### src/rtl/lc3_control_unit_if.sv
// Control-unit <-> datapath/memory signal bundle.
// master: the control unit (drives loads, gates, selects, strobes).
// slave:  the datapath side (drives IR fields, BEN and front-panel levels).
interface lc3_control_unit_if;
    logic       run;
    logic       cont;
    logic [3:0] opcode;
    logic       ir_5;
    logic       ir_11;
    logic       ben;

    logic       ld_mar, ld_mdr, ld_ir, ld_ben, ld_cc, ld_reg, ld_pc, ld_led;
    logic       gate_pc, gate_mdr, gate_alu, gate_marmux;
    logic [1:0] pcmux;
    logic [1:0] addr2mux;
    logic       addr1mux, drmux, sr1mux, sr2mux;
    logic [1:0] aluk;
    logic       memio;
    logic       mem_rd, mem_wr;
    logic [4:0] state_dbg;

    modport master (
        input  run, cont, opcode, ir_5, ir_11, ben,
        output ld_mar, ld_mdr, ld_ir, ld_ben, ld_cc, ld_reg, ld_pc, ld_led,
        output gate_pc, gate_mdr, gate_alu, gate_marmux,
        output pcmux, addr2mux, addr1mux, drmux, sr1mux, sr2mux, aluk,
        output memio, mem_rd, mem_wr, state_dbg
    );

    modport slave (
        output run, cont, opcode, ir_5, ir_11, ben,
        input  ld_mar, ld_mdr, ld_ir, ld_ben, ld_cc, ld_reg, ld_pc, ld_led,
        input  gate_pc, gate_mdr, gate_alu, gate_marmux,
        input  pcmux, addr2mux, addr1mux, drmux, sr1mux, sr2mux, aluk,
        input  memio, mem_rd, mem_wr, state_dbg
    );
endinterface

### src/rtl/lc3_control_unit.sv
// LC-3 control unit: Moore FSM sequencing fetch/decode/execute for the lab ISA
// subset (ADD, AND, NOT, BR, JMP, JSR, LDR, STR, PAUSE) with Run/Continue control.
module lc3_control_unit #(
    parameter int unsigned MEM_WAIT = 2  // memory strobe length in cycles (1..7)
) (
    input logic             clk,
    input logic             reset,       // asynchronous, active-low
    lc3_control_unit_if.master bus
);

    typedef enum logic [4:0] {
        StHalted = 5'd0,  StF1    = 5'd1,  StF2   = 5'd2,  StF3   = 5'd3,
        StDec    = 5'd4,  StAdd   = 5'd5,  StAnd  = 5'd6,  StNot  = 5'd7,
        StBr     = 5'd8,  StBrTake= 5'd9,  StJmp  = 5'd10, StJsr1 = 5'd11,
        StJsr2   = 5'd12, StLd1   = 5'd13, StLd2  = 5'd14, StLd3  = 5'd15,
        StSt1    = 5'd16, StSt2   = 5'd17, StSt3  = 5'd18, StP1   = 5'd19,
        StP2     = 5'd20
    } state_e;

    state_e     state_q, state_d;
    logic [2:0] wait_q, wait_d;
    state_e     fetch_next;

    // JSRR is not supported, so IR[11] has no effect on sequencing.
    logic unused_ir_11;
    assign unused_ir_11 = bus.ir_11;

    function automatic logic is_mem(input state_e s);
        return (s == StF2) || (s == StLd2) || (s == StSt3);
    endfunction

    // State and wait-counter registers.
    always_ff @(posedge clk or negedge reset) begin
        if (!reset) begin
            state_q <= StHalted;
            wait_q  <= '0;
        end else begin
            state_q <= state_d;
            wait_q  <= wait_d;
        end
    end

    // Next-state logic; every return to fetch halts instead if run has dropped.
    always_comb begin
        fetch_next = bus.run ? StF1 : StHalted;
        state_d    = state_q;
        unique case (state_q)
            StHalted: if (bus.run) state_d = StF1;
            StF1:     state_d = StF2;
            StF2:     if (wait_q == '0) state_d = StF3;
            StF3:     state_d = StDec;
            StDec: begin
                case (bus.opcode)
                    4'b0001: state_d = StAdd;
                    4'b0101: state_d = StAnd;
                    4'b1001: state_d = StNot;
                    4'b0000: state_d = StBr;
                    4'b1100: state_d = StJmp;
                    4'b0100: state_d = StJsr1;
                    4'b0110: state_d = StLd1;
                    4'b0111: state_d = StSt1;
                    4'b1101: state_d = StP1;
                    default: state_d = fetch_next;
                endcase
            end
            StBr:     state_d = bus.ben ? StBrTake : fetch_next;
            StAdd, StAnd, StNot, StBrTake, StJmp, StJsr2, StLd3: state_d = fetch_next;
            StJsr1:   state_d = StJsr2;
            StLd1:    state_d = StLd2;
            StLd2:    if (wait_q == '0) state_d = StLd3;
            StSt1:    state_d = StSt2;
            StSt2:    state_d = StSt3;
            StSt3:    if (wait_q == '0) state_d = fetch_next;
            StP1:     if (bus.cont) state_d = StP2;
            StP2:     if (!bus.cont) state_d = fetch_next;
            default:  state_d = StHalted;
        endcase
    end

    // Wait counter: preload on entry to a memory state, count down to zero.
    always_comb begin
        wait_d = wait_q;
        if (is_mem(state_d) && (state_d != state_q)) begin
            wait_d = 3'(MEM_WAIT - 1);
        end else if (wait_q != '0) begin
            wait_d = wait_q - 3'd1;
        end
    end

    // Moore outputs decoded from the state register.
    always_comb begin
        bus.ld_mar      = 1'b0;
        bus.ld_mdr      = 1'b0;
        bus.ld_ir       = 1'b0;
        bus.ld_ben      = 1'b0;
        bus.ld_cc       = 1'b0;
        bus.ld_reg      = 1'b0;
        bus.ld_pc       = 1'b0;
        bus.ld_led      = 1'b0;
        bus.gate_pc     = 1'b0;
        bus.gate_mdr    = 1'b0;
        bus.gate_alu    = 1'b0;
        bus.gate_marmux = 1'b0;
        bus.pcmux       = 2'd0;
        bus.addr2mux    = 2'd0;
        bus.addr1mux    = 1'b0;
        bus.drmux       = 1'b0;
        bus.sr1mux      = 1'b0;
        bus.sr2mux      = 1'b0;
        bus.aluk        = 2'b00;
        bus.memio       = 1'b0;
        bus.mem_rd      = 1'b0;
        bus.mem_wr      = 1'b0;
        bus.state_dbg   = state_q;
        unique case (state_q)
            StF1: begin
                bus.gate_pc = 1'b1;
                bus.ld_mar  = 1'b1;
                bus.ld_pc   = 1'b1;
            end
            StF2, StLd2: begin
                bus.mem_rd = 1'b1;
                bus.memio  = 1'b1;
                bus.ld_mdr = 1'b1;
            end
            StF3: begin
                bus.gate_mdr = 1'b1;
                bus.ld_ir    = 1'b1;
            end
            StDec: bus.ld_ben = 1'b1;
            StAdd, StAnd: begin
                bus.sr1mux   = 1'b1;
                bus.sr2mux   = ~bus.ir_5;
                bus.aluk     = (state_q == StAnd) ? 2'b01 : 2'b00;
                bus.gate_alu = 1'b1;
                bus.ld_reg   = 1'b1;
                bus.ld_cc    = 1'b1;
            end
            StNot: begin
                bus.sr1mux   = 1'b1;
                bus.aluk     = 2'b10;
                bus.gate_alu = 1'b1;
                bus.ld_reg   = 1'b1;
                bus.ld_cc    = 1'b1;
            end
            StBrTake: begin
                bus.addr2mux = 2'd1;
                bus.pcmux    = 2'd2;
                bus.ld_pc    = 1'b1;
            end
            StJmp: begin
                bus.sr1mux   = 1'b1;
                bus.addr1mux = 1'b1;
                bus.addr2mux = 2'd3;
                bus.pcmux    = 2'd2;
                bus.ld_pc    = 1'b1;
            end
            StJsr1: begin
                bus.gate_pc = 1'b1;
                bus.drmux   = 1'b1;
                bus.ld_reg  = 1'b1;
            end
            StJsr2: begin
                bus.pcmux = 2'd2;
                bus.ld_pc = 1'b1;
            end
            StLd1, StSt1: begin
                bus.sr1mux      = 1'b1;
                bus.addr1mux    = 1'b1;
                bus.addr2mux    = 2'd2;
                bus.gate_marmux = 1'b1;
                bus.ld_mar      = 1'b1;
            end
            StLd3: begin
                bus.gate_mdr = 1'b1;
                bus.ld_reg   = 1'b1;
                bus.ld_cc    = 1'b1;
            end
            StSt2: begin
                bus.aluk     = 2'b11;
                bus.gate_alu = 1'b1;
                bus.ld_mdr   = 1'b1;
            end
            StSt3:   bus.mem_wr = 1'b1;
            StP1:    bus.ld_led = 1'b1;
            default: ;
        endcase
    end

endmodule

### src/flat_wrapper.sv
// flat-port wrapper written by rule: the top's interface ports become plain ports
module lc3_control_unit_flat 
#(
    parameter int unsigned MEM_WAIT = 2                                          
)
  (clk, reset, bus_run, bus_cont, bus_opcode, bus_ir_5, bus_ir_11, bus_ben, bus_ld_mar, bus_ld_mdr, bus_ld_ir, bus_ld_ben, bus_ld_cc, bus_ld_reg, bus_ld_pc, bus_ld_led, bus_gate_pc, bus_gate_mdr, bus_gate_alu, bus_gate_marmux, bus_pcmux, bus_addr2mux, bus_addr1mux, bus_drmux, bus_sr1mux, bus_sr2mux, bus_aluk, bus_memio, bus_mem_rd, bus_mem_wr, bus_state_dbg);
  lc3_control_unit_if bus_i ();
  input logic clk;
  input logic reset;
  input wire logic [$bits(bus_i.run)-1:0] bus_run;
  input wire logic [$bits(bus_i.cont)-1:0] bus_cont;
  input wire logic [$bits(bus_i.opcode)-1:0] bus_opcode;
  input wire logic [$bits(bus_i.ir_5)-1:0] bus_ir_5;
  input wire logic [$bits(bus_i.ir_11)-1:0] bus_ir_11;
  input wire logic [$bits(bus_i.ben)-1:0] bus_ben;
  output wire logic [$bits(bus_i.ld_mar)-1:0] bus_ld_mar;
  output wire logic [$bits(bus_i.ld_mdr)-1:0] bus_ld_mdr;
  output wire logic [$bits(bus_i.ld_ir)-1:0] bus_ld_ir;
  output wire logic [$bits(bus_i.ld_ben)-1:0] bus_ld_ben;
  output wire logic [$bits(bus_i.ld_cc)-1:0] bus_ld_cc;
  output wire logic [$bits(bus_i.ld_reg)-1:0] bus_ld_reg;
  output wire logic [$bits(bus_i.ld_pc)-1:0] bus_ld_pc;
  output wire logic [$bits(bus_i.ld_led)-1:0] bus_ld_led;
  output wire logic [$bits(bus_i.gate_pc)-1:0] bus_gate_pc;
  output wire logic [$bits(bus_i.gate_mdr)-1:0] bus_gate_mdr;
  output wire logic [$bits(bus_i.gate_alu)-1:0] bus_gate_alu;
  output wire logic [$bits(bus_i.gate_marmux)-1:0] bus_gate_marmux;
  output wire logic [$bits(bus_i.pcmux)-1:0] bus_pcmux;
  output wire logic [$bits(bus_i.addr2mux)-1:0] bus_addr2mux;
  output wire logic [$bits(bus_i.addr1mux)-1:0] bus_addr1mux;
  output wire logic [$bits(bus_i.drmux)-1:0] bus_drmux;
  output wire logic [$bits(bus_i.sr1mux)-1:0] bus_sr1mux;
  output wire logic [$bits(bus_i.sr2mux)-1:0] bus_sr2mux;
  output wire logic [$bits(bus_i.aluk)-1:0] bus_aluk;
  output wire logic [$bits(bus_i.memio)-1:0] bus_memio;
  output wire logic [$bits(bus_i.mem_rd)-1:0] bus_mem_rd;
  output wire logic [$bits(bus_i.mem_wr)-1:0] bus_mem_wr;
  output wire logic [$bits(bus_i.state_dbg)-1:0] bus_state_dbg;
  assign bus_i.run = bus_run;
  assign bus_i.cont = bus_cont;
  assign bus_i.opcode = bus_opcode;
  assign bus_i.ir_5 = bus_ir_5;
  assign bus_i.ir_11 = bus_ir_11;
  assign bus_i.ben = bus_ben;
  assign bus_ld_mar = bus_i.ld_mar;
  assign bus_ld_mdr = bus_i.ld_mdr;
  assign bus_ld_ir = bus_i.ld_ir;
  assign bus_ld_ben = bus_i.ld_ben;
  assign bus_ld_cc = bus_i.ld_cc;
  assign bus_ld_reg = bus_i.ld_reg;
  assign bus_ld_pc = bus_i.ld_pc;
  assign bus_ld_led = bus_i.ld_led;
  assign bus_gate_pc = bus_i.gate_pc;
  assign bus_gate_mdr = bus_i.gate_mdr;
  assign bus_gate_alu = bus_i.gate_alu;
  assign bus_gate_marmux = bus_i.gate_marmux;
  assign bus_pcmux = bus_i.pcmux;
  assign bus_addr2mux = bus_i.addr2mux;
  assign bus_addr1mux = bus_i.addr1mux;
  assign bus_drmux = bus_i.drmux;
  assign bus_sr1mux = bus_i.sr1mux;
  assign bus_sr2mux = bus_i.sr2mux;
  assign bus_aluk = bus_i.aluk;
  assign bus_memio = bus_i.memio;
  assign bus_mem_rd = bus_i.mem_rd;
  assign bus_mem_wr = bus_i.mem_wr;
  assign bus_state_dbg = bus_i.state_dbg;
  lc3_control_unit #(.MEM_WAIT(MEM_WAIT)) u_core (.clk(clk), .reset(reset), .bus(bus_i));
endmodule
### config.mk
export PLATFORM = sky130hd
export DESIGN_NAME = lc3_control_unit_flat
export DESIGN_NICKNAME = d
export VERILOG_FILES = /design/src/rtl/lc3_control_unit_if.sv /design/src/rtl/lc3_control_unit.sv /design/src/flat_wrapper.sv
export SDC_FILE = /design/constraint.sdc
export NUM_CORES = 1
export LEC_CHECK = 0
export ABC_CLOCK_PERIOD_IN_PS = 2100
export CAP_MARGIN = 20
export CORE_MARGIN = 2
export CORE_UTILIZATION = 55
export CTS_CLUSTER_DIAMETER = 120
export DETAILED_ROUTE_END_ITERATION = 16
export DONT_BUFFER_PORTS = 1
export PLACE_DENSITY = 0.77
export REMOVE_ABC_BUFFERS = 1
export SETUP_SLACK_MARGIN = 0.02
export SKIP_CTS_REPAIR_TIMING = 1
export SYNTH_ARGS = -nofsm -noshare
export SYNTH_HDL_FRONTEND = slang
export SYNTH_SLANG_ARGS = --single-unit
### constraint.sdc
create_clock -name clk -period 2.1 [get_ports clk]
set_input_delay 0.105 -clock clk [delete_from_list [all_inputs] [get_ports clk]]
set_output_delay 0.105 -clock clk [all_outputs]
set_load 0.02 [all_outputs]
Word-level counts from Yosys, hierarchy flattened
Cells that the tools add are included.
W data, S select, Z words.
{"block": "word_totals", "in_bits": 11, "reg_bits": 8, "output_inout_bits": 30}
{"block": "classes", "bitwise_logic": 1, "eq_ne": 32, "muxes": 34, "n_reduce_logical": 23, "addsub": 1}
{"cell": "$pmux W5 S15", "n": 1}
{"cell": "$eq A5 B4 Y1 const B", "n": 9}
{"cell": "$pmux W5 S9", "n": 1}
{"cell": "$mux W5", "n": 7}
{"cell": "$eq A5 B5 Y1 const B", "n": 6}
{"cell": "$eq A5 B3 Y1 const B", "n": 4}
{"cell": "$mux W1", "n": 20}
{"cell": "$eq A4 B3 Y1 const B", "n": 4}
{"cell": "$eq A5 B2 Y1 const B", "n": 3}
{"cell": "$eq A4 B4 Y1 const B", "n": 3}
{"cell": "$pmux W2 S3", "n": 2}
{"cell": "$reduce_or A3 Y1", "n": 4}
{"cell": "$reduce_or A4 Y1", "n": 3}
{"cell": "$reduce_or A2 Y1", "n": 5}
{"cell": "$reduce_or A7 Y1", "n": 1}
{"cell": "$mux W3", "n": 2}
{"cell": "$reduce_or A6 Y1", "n": 1}
{"cell": "$eq A5 B1 Y1 const B", "n": 1}
{"cell": "$logic_not A5 Y1", "n": 1}
{"cell": "$ne A5 B5 Y1", "n": 1}
{"cell": "$reduce_or A5 Y1", "n": 1}
{"cell": "$eq A4 B1 Y1 const B", "n": 1}
{"cell": "$logic_not A4 Y1", "n": 1}
{"cell": "$logic_not A3 Y1", "n": 1}
{"cell": "7 further kinds", "n": 8}

Depth between registers and ports, before layout
{"block": "depth", "ltp_word": 8, "mapped_depth": 6}

Least setup slack after synthesis
No wires, ideal clock.
{"block": "synth_timing", "kind": "reg-to-output", "startpoint": "register u_core.state_q[0], in the netlist u_core.bus.state_dbg[0]", "endpoint": "output port bus_sr2mux", "path_buffers": 1, "t_required_ns": 1.995, "slack_ns": -0.028, "stages_incl_launch_ff": 4, "arrival_time_ns": 2.023, "cell_sequence": "dfrtp_1 buf_2 nand2b_1 a2111oi_0"}
{"block": "synth_between", "elab_chain_len": 3, "word_cells_on_any_way": 4, "classes_between": "eq/ne (2); mux (1); reduce/logical (1)"}
{"element": "from (decl)", "line": "lc3_control_unit.sv:20", "text": "state_e state_q, state_d;"}
{"element": "from (signal assigned)", "line": "lc3_control_unit.sv:35", "text": "state_q <= StHalted;"}
{"element": "from (signal assigned)", "line": "lc3_control_unit.sv:38", "text": "state_q <= state_d;"}
{"element": "$eq A5 B3 Y1", "line": "lc3_control_unit.sv:115", "text": "unique case (state_q)"}
{"element": "$reduce_or A2 Y1 (*)", "line": "lc3_control_unit.sv:115"}
{"element": "$mux W1 (*)", "line": "lc3_control_unit.sv:115"}
{"element": "to (decl)", "line": "flat_wrapper.sv:33", "text": "output wire logic [$bits(bus_i.sr2mux)-1:0] bus_sr2mux;"}
Every way passes the cells marked *; elsewhere a longest branch is shown, timed or not.

Final worst setup path
{"block": "layout_timing", "startpoint": "register u_core.state_q[2], in the netlist u_core.bus.state_dbg[2]", "endpoint": "output port bus_sr1mux"}
{"block": "layout_between", "elab_chain_len": 3, "word_cells_on_any_way": 8, "classes_between": "eq/ne (6); mux (1); reduce/logical (1)"}
{"element": "$eq A5 B3 Y1, or another cell as far along", "line": "lc3_control_unit.sv:115"}
{"element": "$reduce_or A6 Y1 (no source line) (*)"}
{"element": "$mux W1 (*)", "line": "lc3_control_unit.sv:115"}
{"element": "to (decl)", "line": "flat_wrapper.sv:32", "text": "output wire logic [$bits(bus_i.sr1mux)-1:0] bus_sr1mux;"}
Marked as above.

==> metrics.txt <==
# TYPE chip_impl_metric gauge
chip_impl_info{name="outcome",value="completed"} 1
chip_impl_info{name="r2r_start",value="u_core.bus.state_dbg[2]$_DFF_PN0_"} 1
chip_impl_metric{name="asyncSetResetFlopFracSynth",unit="%"} 100.0
chip_impl_metric{name="fp.dieW",unit="um"} 47.82
chip_impl_info{name="setup.worst_path.start_class",value="register"} 1
chip_impl_metric{name="placeableCoreArea",unit="sq um"} 1764
chip_impl_metric{name="drive_gt1_share",unit="%"} 23.17
chip_impl_metric{name="globalRouteTotalUtil",unit="%"} 28.03
chip_impl_metric{name="worstRegToRegCells",unit=""} 5
chip_impl_metric{name="syn_avg_cell_area",unit="sq um"} 7.040
chip_impl_metric{name="period_needed",unit="ns"} 1.950
chip_impl_metric{name="post_drt_wl_per_cell",unit="um"} 15.83
chip_impl_info{name="worst_hold_path_type",value="primary input to register"} 1
chip_impl_info{name="timing.hold.worst_endpoint",value="u_core.bus.state_dbg[4]$_DFF_PN0_"} 1
chip_impl_metric{name="io_buffer_count",unit=""} 0
chip_impl_metric{name="drc_errors",unit=""} 0
chip_impl_info{name="rsz0062_at_grt",value="no"} 1
chip_impl_metric{name="worst-path-max-fanout",unit=""} 10
chip_impl_metric{name="detailedRoute.firstIterationViolations",unit=""} 50
chip_impl_metric{name="die_h",unit="um"} 47.82
chip_impl_metric{name="hpwl",unit="um"} 2252
chip_impl_metric{name="via_count_of_the_first_global_routing_pass",unit=""} 1013
chip_impl_metric{name="final-setup-viol-count",unit=""} 0
chip_impl_metric{name="fp-row-count",unit=""} 15
chip_impl_metric{name="top_level_ports",unit=""} 41
chip_impl_metric{name="place_inst",unit=""} 184
chip_impl_metric{name="clkTransAtPathRegs",unit="ns"} 0.06
chip_impl_metric{name="clock_sinks",unit=""} 8
chip_impl_metric{name="design.final.nets",unit=""} 179
chip_impl_metric{name="finalPower",unit="W"} 0.001995
chip_impl_metric{name="place.gp.congestion",unit=""} 0.8908
chip_impl_metric{name="vias_per_cell",unit=""} 6.307
chip_impl_metric{name="clock.fmax",unit="MHz"} 512.8
chip_impl_metric{name="critPathRequiredTime",unit="ns"} 2.00
chip_impl_metric{name="pin_count_of_the_biggest_net_entering_global_routing",unit=""} 19
chip_impl_metric{name="cts.path.max_buffers",unit=""} 2
chip_impl_metric{name="postRouteWirelength",unit="um"} 2991
chip_impl_metric{name="post-route-period-util",unit="%"} 92.85
chip_impl_metric{name="area.growth.synth_to_final",unit="%"} 16.47
chip_impl_metric{name="worstSkewPairLatency",unit="ns"} 0.26
chip_impl_info{name="tritoncts_clock_tree",value="yes"} 1
chip_impl_metric{name="initial_utilization",unit="%"} 59.86
chip_impl_info{name="worst_setup_path_end_kind",value="output port"} 1
chip_impl_metric{name="antenna_found_initial",unit=""} 0
chip_impl_metric{name="synth-seq-cells",unit=""} 8
chip_impl_metric{name="cts-htree-levels",unit=""} 1
chip_impl_metric{name="cap_viol_max_count",unit=""} 0
chip_impl_metric{name="grt-ovfl-total",unit=""} 0
chip_impl_metric{name="worst_path_largest_cell_delay",unit="ns"} 0.46
chip_impl_metric{name="ff_to_ff_setup_slack",unit="ns"} 0.28
chip_impl_metric{name="antenna_cells_inserted",unit=""} 0
chip_impl_info{name="worstSetupPathType",value="register to output port"} 1
chip_impl_metric{name="synth.yosys.seq_area_share",unit="%"} 18.96
chip_impl_metric{name="detailroute.via_count",unit=""} 1192
chip_impl_metric{name="yosys.cell_types.count",unit=""} 44
chip_impl_metric{name="min_path_cells",unit=""} 2
chip_impl_metric{name="layoutNonFillerInstCount",unit=""} 189
chip_impl_info{name="synth-main-ff-cell",value="sky130_fd_sc_hd__dfrtp_1"} 1
chip_impl_info{name="hp-start",value="bus_opcode[0]"} 1
chip_impl_metric{name="yosys_synthesis_warning_count",unit=""} 0
chip_impl_metric{name="timing.final.hold_violations",unit=""} 0
chip_impl_metric{name="ant_nets",unit=""} 0
chip_impl_metric{name="slew_violations",unit=""} 0
chip_impl_metric{name="worst_clock_skew",unit="ns"} 0.0009013
chip_impl_metric{name="floorplan.die_area",unit="sq um"} 2287
chip_impl_info{name="crit_top_cell",value="sky130_fd_sc_hd__buf_4"} 1
chip_impl_metric{name="reported_leakage_power",unit="nW"} 0.5116
chip_impl_metric{name="cts-buffers-inserted",unit=""} 3
chip_impl_info{name="critical_path.cell_chain",value="buf_4 > nand2b_1 > o21ai_0 > nor2_1 > o32ai_1 > buf_4"} 1
chip_impl_metric{name="synth_enable_flop_cells",unit=""} 0
chip_impl_metric{name="worst_ep_arrival_time",unit="ns"} 1.84
chip_impl_metric{name="syn-instance-count",unit=""} 150
chip_impl_info{name="regToRegEndpoint",value="u_core.bus.state_dbg[1]$_DFF_PN0_"} 1
chip_impl_metric{name="powerDensity",unit="nW/um^2"} 1622
chip_impl_info{name="timing.critical_path.slowest_stage_cell",value="sky130_fd_sc_hd__dfrtp_1"} 1
chip_impl_info{name="cts_root_buf",value="sky130_fd_sc_hd__clkbuf_4"} 1
chip_impl_metric{name="irDropWorstVdd",unit="V"} 0.0008040
chip_impl_metric{name="first_pass_grt_wire_length",unit="um"} 4409
chip_impl_metric{name="first_pass_iters",unit=""} 4
chip_impl_metric{name="syn-cell-area",unit="sq um"} 1056
-- power breakdown --
part / internal (W) / switching [W]
Clock: 0.0000660 / 0.0000603
Combinational: 0.000569 / 0.000939
Sequential: 0.000226 / 0.000134
-- final cells by class --
type	instances	area [sq um]
Timing Repair Buffer	25	190.2
Clock buffer	3	22.52
Fill cell	174	534.3
Inverter	8	30.03
Sequential cell	8	202.7
Tap cell	25	31.28
Multi-Input combinational cell	120	753.2
-- kinds of logic (layout without fill, tap and decap cells) --
kind of cell / after synthesis / in the layout / synth area share (%)
xor gates and xnor gates: 5 / 5 / 4.147
adders and majority gates: 2 / 2 / 2.369
and+or+nand+nor: 64 / 64 / 33.06
DFF: 8 / 8 / 18.96
muxes: 2 / 2 / 2.014
other: 1 / 1 / 0.3551
buffers and inverters: 22 / 36 / 10.07
AOI/OAI and AO/OA: 46 / 46 / 29.03
-- metal layers --
metal | share of wire (%) | routed length (um) | vias up | track usage, %
met5 | 0 | 0 | - | 0
met4 | 1.7 | 51 | 0 | 14.59
met3 | 9.8 | 293 | 8 | 7.170
met2 | 49 | 1464 | 73 | 45.33
met1 | 40 | 1182 | 549 | 34.19
li1 | - | - | 562 | -
-- cells in the mapped netlist (2+ instances only) --
cell	instances	share of area [%]
sky130_fd_sc_hd__nor2_1	17	6.0
sky130_fd_sc_hd__dfrtp_1	8	19
sky130_fd_sc_hd__o21ai_0	13	6.2
sky130_fd_sc_hd__nand2b_1	7	4.1
sky130_fd_sc_hd__buf_2	7	3.3
sky130_fd_sc_hd__a211oi_1	3	2.1
sky130_fd_sc_hd__a21oi_1	9	4.3
sky130_fd_sc_hd__or2_2	2	1.2
sky130_fd_sc_hd__o21bai_1	2	1.4
sky130_fd_sc_hd__ha_1	2	2.4
sky130_fd_sc_hd__nand2_1	11	3.9
sky130_fd_sc_hd__buf_4	2	1.4
sky130_fd_sc_hd__nor3_1	8	3.8
sky130_fd_sc_hd__nand3_1	3	1.4
sky130_fd_sc_hd__xor2_1	4	3.3
sky130_fd_sc_hd__nand4_1	3	1.8
sky130_fd_sc_hd__a21boi_0	2	1.4
sky130_fd_sc_hd__a31o_2	2	1.7
sky130_fd_sc_hd__clkbuf_1	4	1.4
sky130_fd_sc_hd__inv_1	8	2.8
sky130_fd_sc_hd__a221o_1	2	1.9
sky130_fd_sc_hd__o22ai_1	6	3.6
sky130_fd_sc_hd__a2111oi_0	2	1.7
sky130_fd_sc_hd__nor2b_1	3	1.8
-- cells in the final DEF, fill, tap and decap left out, drive strengths merged, types with 2 or more instances in the layout --
cell type / netlist / layout
a2111oi: 2 / 2
a211oi: 3 / 3
a21boi: 2 / 2
a21oi: 10 / 10
a221o: 2 / 2
a31o: 2 / 2
buf: 10 / 22
clkbuf: 4 / 4
dfrtp: 8 / 8
dlygate4sd3: 0 / 2
ha: 2 / 2
inv: 8 / 8
nand2: 11 / 11
nand2b: 8 / 8
nand3: 3 / 3
nand4: 3 / 3
nor2: 17 / 17
nor2b: 3 / 3
nor3: 9 / 9
o21ai: 13 / 13
o21bai: 2 / 2
o22ai: 6 / 6
or2: 3 / 3
xor2: 4 / 4
-- state kept, by name (all words and copies together), names as in the netlist --
name	cells
u_core.wait_q	3
u_core.bus.state_dbg	5
-- worst max-delay path: cells and delay by family, from the launching register on --
family	cells	cell delay (ns)
flops	1	0.46
compound gates	2	0.43
buf+inv	2	0.41
simple gates	2	0.29
-- worst max-delay path by stage --
| stage | start | to | slack [ns] | cells past startpoint |
|---|---|---|---|---|
| 5_1_grt | u_core.bus.state_dbg[2]$_DFF_PN0_ | bus_sr1mux | 0.02 | 6 |
| 6_report | u_core.bus.state_dbg[2]$_DFF_PN0_ | bus_sr1mux | 0.15 | 6 |
| 3_5_place_dp | u_core.bus.state_dbg[3]$_DFF_PN0_ | u_core.bus.state_dbg[1]$_DFF_PN0_ | 0.26 | 4 |
| 3_3_place_gp | u_core.bus.state_dbg[3]$_DFF_PN0_ | u_core.bus.state_dbg[1]$_DFF_PN0_ | 0.32 | 4 |
| 2_1_floorplan | u_core.bus.state_dbg[1]$_DFF_PN0_ | bus_ld_mdr | -0.43 | 3 |
| 4_1_cts | u_core.bus.state_dbg[1]$_DFF_PN0_ | bus_sr2mux | 0.07 | 3 |
-- metrics by stage --
step                      setup TNS, ns  area [sq um]  utilization [%]  hold slack [ns]  worst slack (ns)
after CTS                             0          1204            68.23          -0.4746           0.07256
after detailed placement              0          1181            66.95          -0.1904            0.2614
after floorplan                  -1.206         979.7                -          -0.1906           -0.4263
after global routing                  0          1230            69.72          0.03724           0.02233
final                                 0          1230            69.72          0.02962            0.1501
after global placement                0          1181            66.95          -0.1904            0.3151
No activity file was read; power rests on OpenSTA's default activity.
